## config.mk

```make
export PLATFORM = sky130hd
export DESIGN_NAME = frame_csum_acc
export DESIGN_NICKNAME = d
export VERILOG_FILES = /design/src/rtl/led_matrix_pkg.sv /design/src/rtl/frame_csum_acc.sv
export SDC_FILE = /design/constraint.sdc
export NUM_CORES = 1
export LEC_CHECK = 0
export BUFFER_PORTS_ARGS = -buffer_cell sky130_fd_sc_hd__buf_2
export CAP_MARGIN = 0
export CELL_PAD_IN_SITES_DETAIL_PLACEMENT = 1
export CELL_PAD_IN_SITES_GLOBAL_PLACEMENT = 2
export CORE_MARGIN = 2
export CORE_UTILIZATION = 25
export CTS_CLUSTER_DIAMETER = 40
export DETAILED_ROUTE_END_ITERATION = 10
export PLACE_DENSITY = 0.54
export SLEW_MARGIN = 40
export SYNTH_ARGS = -nofsm -noshare
export SYNTH_HDL_FRONTEND = slang
export SYNTH_SLANG_ARGS = --single-unit
```

## constraint.sdc

```tcl
create_clock -name dclk -period 2.93 [get_ports dclk]
set_clock_uncertainty 0.2 [all_clocks]
set_input_delay 0.1465 -clock dclk [delete_from_list [all_inputs] [get_ports dclk]]
set_output_delay 0.1465 -clock dclk [all_outputs]
set_load 0.02 [all_outputs]
```

## src/rtl/led_matrix_pkg.sv

```systemverilog
`default_nettype none
// ============================================================================
//  Package     : led_matrix_pkg
//  Description : Shared defaults, receiver state encoding and checksum width
//                for the LED-matrix serial frame receiver.
//  Revision    : 1.0 - initial release
// ============================================================================
package led_matrix_pkg;

    // Payload length in bits; must stay a multiple of 8.
    localparam int NLEDS_DEFAULT = 64;

    // Preamble that marks the start of a frame.
    localparam logic [7:0] SYNC_WORD_DEFAULT = 8'hA5;

    // Width of the XOR checksum trailer.
    localparam int CSUM_W = 8;

    // Receiver state machine encoding.
    typedef enum logic [1:0] {
        HUNT = 2'd0,
        DATA = 2'd1,
        CSUM = 2'd2
    } rx_state_t;

endpackage : led_matrix_pkg
`default_nettype wire

```

## src/rtl/frame_csum_acc.sv

```systemverilog
`default_nettype none
// ============================================================================
//  Module      : frame_csum_acc
//  Description : Assembles serial payload bits into bytes (first bit = byte
//                MSB) and XORs every completed byte into a running checksum.
//  Revision    : 1.0 - initial release
// ============================================================================
module frame_csum_acc
    import led_matrix_pkg::*;
(
    input  logic              dclk,
    input  logic              reset,
    input  logic              clear,
    input  logic              bit_valid,
    input  logic              din,
    output logic [CSUM_W-1:0] csum
);

    // Only the first seven bits of a byte are stored; the eighth arrives on
    // din and completes the byte in the same cycle it is folded in.
    logic [CSUM_W-2:0] byte_q, byte_d;
    logic [2:0]        cnt_q,  cnt_d;
    logic [CSUM_W-1:0] csum_q, csum_d;
    logic [CSUM_W-1:0] full_byte;

    assign full_byte = {byte_q, din};
    assign csum      = csum_q;

    // Next-state: clear wins over accumulation; fold on the eighth bit.
    always_comb begin
        byte_d = byte_q;
        cnt_d  = cnt_q;
        csum_d = csum_q;
        if (clear) begin
            byte_d = '0;
            cnt_d  = '0;
            csum_d = '0;
        end else if (bit_valid) begin
            byte_d = full_byte[CSUM_W-2:0];
            cnt_d  = cnt_q + 3'd1;
            if (cnt_q == 3'd7) begin
                csum_d = csum_q ^ full_byte;
            end
        end
    end

    // State registers with synchronous reset.
    always_ff @(posedge dclk) begin
        if (reset) begin
            byte_q <= '0;
            cnt_q  <= '0;
            csum_q <= '0;
        end else begin
            byte_q <= byte_d;
            cnt_q  <= cnt_d;
            csum_q <= csum_d;
        end
    end

endmodule : frame_csum_acc
`default_nettype wire

```

### Yosys cells after proc, flatten, opt, wreduce, memory -nomap -nowiden

Cells that the tools add are included.
Widths: inputs -> output; s select.

* bitwise gates (word level): 1
* reduce and logical (&&, ||, !) cells: 2
* eq/ne operators: 1
* add/sub/neg operators: 1

Operators by type and width (count)
* $xor 8x8->8: 1
* $add 3x1->3 const B: 1
* $eq 3x3->1 const B: 1
* $reduce_and 2->1: 1
* $reduce_or 2->1: 1

* input port bits: 5
* output and inout bits: 8
* logic and storage cells: 8
* register bits: 18

### Depth between registers and ports, before layout

* word-level depth: 2
* depth in mapped cells: 5
* gate-level depth less buffers: 4

### Least setup slack after synthesis

No wires, ideal clock.

* path type: register -> register
* start: register cnt_q[0]
* end: register csum_q[0] (netlist: csum[0])
* period minus slack after synthesis: 1.523 ns
* cell stages (with the launch flop): 6
* required time: 2.609 ns
* arrival time: 1.202 ns
* setup time: 0.121 ns
* slack: 1.407 ns
* path buffers: 1
* cell sequence: dfxtp_1 ha_1 ha_1 clkbuf_2 nand3_1 mux2_2

* longest elaborated chain between the ends: 2

Ends and longest elaborated chain
* start, declared: line frame_csum_acc.sv:22 `logic [2:0] cnt_q, cnt_d;`
* start signal, assigned: line frame_csum_acc.sv:55 `cnt_q <= cnt_d;`
* $eq 3x3->1: line frame_csum_acc.sv:41 `if (cnt_q == 3'd7) begin`
* $reduce_and 2->1 (no line)
* end signal, assigned: line frame_csum_acc.sv:56 `csum_q <= csum_d;`
* end, declared: line frame_csum_acc.sv:23 `logic [CSUM_W-1:0] csum_q, csum_d;`

No other way between the ends.
A chain may end at the register's enable or synchronous reset.

### Worst setup path in the final report

* start: register cnt_q[0]
* end: register csum_q[4] (netlist: csum[4])

The elaborated chain is that of the path after synthesis.

==> out/qor.csv <==
stage;metric;value;unit
die;top_level_ports;13;
worst_setup_path;worst_path_dominant_cell_family;adder cells;
timing;setup-violations-final;0;
global_routing;antenna_found_initial;0;
logic_synthesis;postSynthAreaPerCell;10.36;um2
die;placeableCoreArea;0.003284;mm2
logic_synthesis;synth_nets;88;
hold_path;whs_endpoint;byte_q[0];
placement;io_buffers;12;
finish;antennaDiodeCount;0;
worst_setup_path;ff2ff_setup_slack;1.34;ns
hold_path;min_delay_path_depth;3;
worst_setup_path;worstPathArrival;1.59;ns
global_routing;globalRouteTotalUtil;0.09180;
global_routing;grt_start_max_net_pins;19;
finish;layout-area-overhead-vs-synth;11.03;%
detailed_routing;drtAntennaViolNets;0;
worst_setup_path;required;2.93;ns
power;cellPowerDensity;462.3;mW/mm2
global_routing;global_route.overflow_total;0;
placement;gp_congestion;0.5971;
clock_network;postCtsSetupBuffers;0;
timing;final-hold-violation-count;0;
worst_setup_path;timing.critical_path.slowest_cell_delay;0.34;ns
global_routing;first_global_vias;503;
detailed_routing;detail_route.iter0.violations;13;
logic_synthesis;syn_inst;81;
outcome;run_status;completed;
clock_network;clock_pin_slew_of_the_registers_on_the_worst_case_setup_and_hold_paths;0.11;ns
logic_synthesis;mappedNetlistArea;839.6;um2
detailed_routing;detail_route.drc_violations;0;
detailed_routing;first_pass_detailed_route_iteration_total;2;
die;area_of_the_die;0.003838;mm2
timing;timing_worst_slew_pin_value;0.4084;ns
clock_network;cts_sinks;18;
logic_synthesis;sequential_cell_area_fraction_in_the_yosys_report;0.4292;
power;fin_total_pwr;431.0;uW
die;fp.dieW;61.95;um
hold_path;hp_class;primary input to flip-flop;
clock_network;cts_buffers;3;
power;ir_drop;0.1413;mV
logic_synthesis;yosys_register_bits;18;
die;rows;21;
die;die_h;61.95;um
worst_setup_path;critPathBufInv;0;
clock_network;cts_tree;yes;
logic_synthesis;post-synth-top-area-cell;dfxtp_1;
timing;timing.hold.ws;0.1492;ns
timing;timing_max_transition_violations_final;0;
worst_setup_path;critical_path.max_fanout;8;
logic_synthesis;yosys.cell_types.count;15;
timing;min_period_over_period;0.5429;
timing;setup_tns;0;ns
finish;proportion_of_layout_cells_with_a_drive_suffix_above_1;0.2889;
clock_network;post_cts_resize_count;0;
power;static-leakage-power;0.3850;nW
worst_setup_path;crit_type;flip-flop to flip-flop;
clock_network;clockBufferDepth;2;
global_routing;grt_pass1_wl;2.477;mm
clock_network;worstSkewPairLatency;0.29;ns
clock_network;clock_tree.htree_level_count;1;
timing;setup_repair_after_global_routing_missed_its_margin;false;
worst_setup_path;crit_path_cell_trace;ha_1, ha_1, nand3_1, mux2_2;
timing;fin_crit;1.591;ns
finish;filler_cells;386;
finish;final_core_util;0.2838;
logic_synthesis;synth.area.top_cells;dfxtp_1 (43%), mux2i_1 (11%), mux2_2 (11%);
detailed_routing;avgRoutedWirePerCell;11.35;um
timing;timing.fmax;628.6;MHz
finish;final_standard_cell_count_with_taps_included_and_fillers_excluded;136;
worst_setup_path;worstSetupStartpointType;flip-flop;
worst_setup_path;ff2ff_path_depth;4;
worst_setup_path;timing.critical_path.to_type;flip-flop;
worst_setup_path;path_common_cell;ha_1;
worst_setup_path;timing.rr.start;cnt_q[0];
timing;maxSlewHeadroom;0.7278;
die;initial_core_util;0.2556;
placement;place.detailed.instances;131;
job;cap_viol_max_count;0;
worst_setup_path;endpoint_of_the_worst_slack_reg_to_reg_timing_path;csum[4];
hold_path;hp-start;bit_valid;
logic_synthesis;number_of_warnings_issued_by_yosys;0;
finish;final_nets;98;
detailed_routing;avgViaCountPerCell;4.338;
logic_synthesis;yosysTopAreaCellShare;0.4292;
clock_network;clock_tree.root_cell;clkbuf_4;
detailed_routing;vias;590;
worst_setup_path;cp_slowest_cell;dfxtp_1;
detailed_routing;finalWirelength;1.544;mm
power by group:
| group | internal [mW] | switching, mW |
|---|---|---|
| logic | 0.00951 | 0.0169 |
| registers | 0.246 | 0.00106 |
| clock network | 0.0757 | 0.0816 |
| total | 0.331 | 0.0996 |
synthesized netlist by cell type:
| master | instances |
|---|---|
| dfxtp_1 | 18 |
| nor2_1 | 10 |
| mux2i_1 | 9 |
| mux2_2 | 8 |
| nand3_1 | 8 |
| nor3_1 | 8 |
| nor3b_1 | 6 |
| buf_4 | 4 |
| buf_6 | 2 |
| ha_1 | 2 |
| nor3b_2 | 2 |
| clkbuf_2 | 1 |
| clkbuf_8 | 1 |
| or2_1 | 1 |
| xnor2_1 | 1 |
per-stage QoR:
| stage | instance area, um2 | worst slack (ns) |
|---|---|---|
| 6_report | 932.1 | 1.339 |
| 5_1_grt | 932.1 | 1.231 |
| 4_1_cts | 932.1 | 1.324 |
| 3_5_place_dp | 885.9 | 1.340 |
| 3_3_place_gp | 885.9 | 1.358 |
| 2_1_floorplan | 839.6 | 1.407 |
flip-flops by register name (all words and copies together), names as in the netlist:
| name | count |
|---|---|
| cnt_q | 3 |
| byte_q | 7 |
| csum | 8 |
routing by layer:
| metal | vias to the layer above | wire (um) | track usage |
|---|---|---|---|
| met3 | 2 | 65 | 0.03313 |
| met4 | 0 | 13 | 0.04559 |
| li1 | 301 | - | - |
| met1 | 280 | 698 | 0.1189 |
| met2 | 7 | 766 | 0.1339 |
| met5 | - | 0 | 0 |
worst min-delay path, cell delays in order:
cell	delay [ns]
buf_2	0.23
mux2i_1	0.16
nor2_1	0.07
kinds of logic after synthesis:
family                     count (synthesis)  share of synthesized area
muxes                                     17                     0.2146
and+or+nand+nor                           35                     0.2310
buffers and inverters                      8                    0.08494
xor gates and xnor gates                   1                    0.01043
DFF                                       18                     0.4292
adders and majority gates                  2                    0.02980
layout by cell type, fill, tap and decap left out:
cell type / count
clkbuf_8: 1
ha_1: 2
dfxtp_1: 18
mux2_2: 8
dlygate4sd3_1: 1
nor3b_1: 6
clkbuf_4: 3
nand3_1: 8
nor2_1: 10
xnor2_1: 1
or2_1: 1
buf_2: 12
nor3_1: 8
nor3b_2: 2
mux2i_1: 9
worst max path at each step:
stage | from | endpoint | cells after the start
after detailed placement | cnt_q[0] | csum[4] | 4
final | cnt_q[0] | csum[4] | 4
after CTS | cnt_q[0] | csum[1] | 4
after global routing | cnt_q[0] | csum[6] | 4
after global placement | cnt_q[0] | csum[1] | 4
after floorplan | cnt_q[0] | csum[0] | 5
cell type report:
| cell class | count | area, um2 | area share |
|---|---|---|---|
| Tap cell | 46 | 57.56 | 0.06174 |
| Timing Repair Buffer | 13 | 70.07 | 0.07517 |
| Clock buffer | 4 | 36.28 | 0.03893 |
| Sequential cell | 18 | 360.3 | 0.3866 |
| Multi-Input combinational cell | 55 | 407.9 | 0.4376 |
repair_timing:
item / in CTS / in global routing
endpoints found under the setup margin: 0 / 0
hold buffers: 1 / 0
endpoints found under the hold margin: 1 / 0
Power figures use the tool's default switching activity.
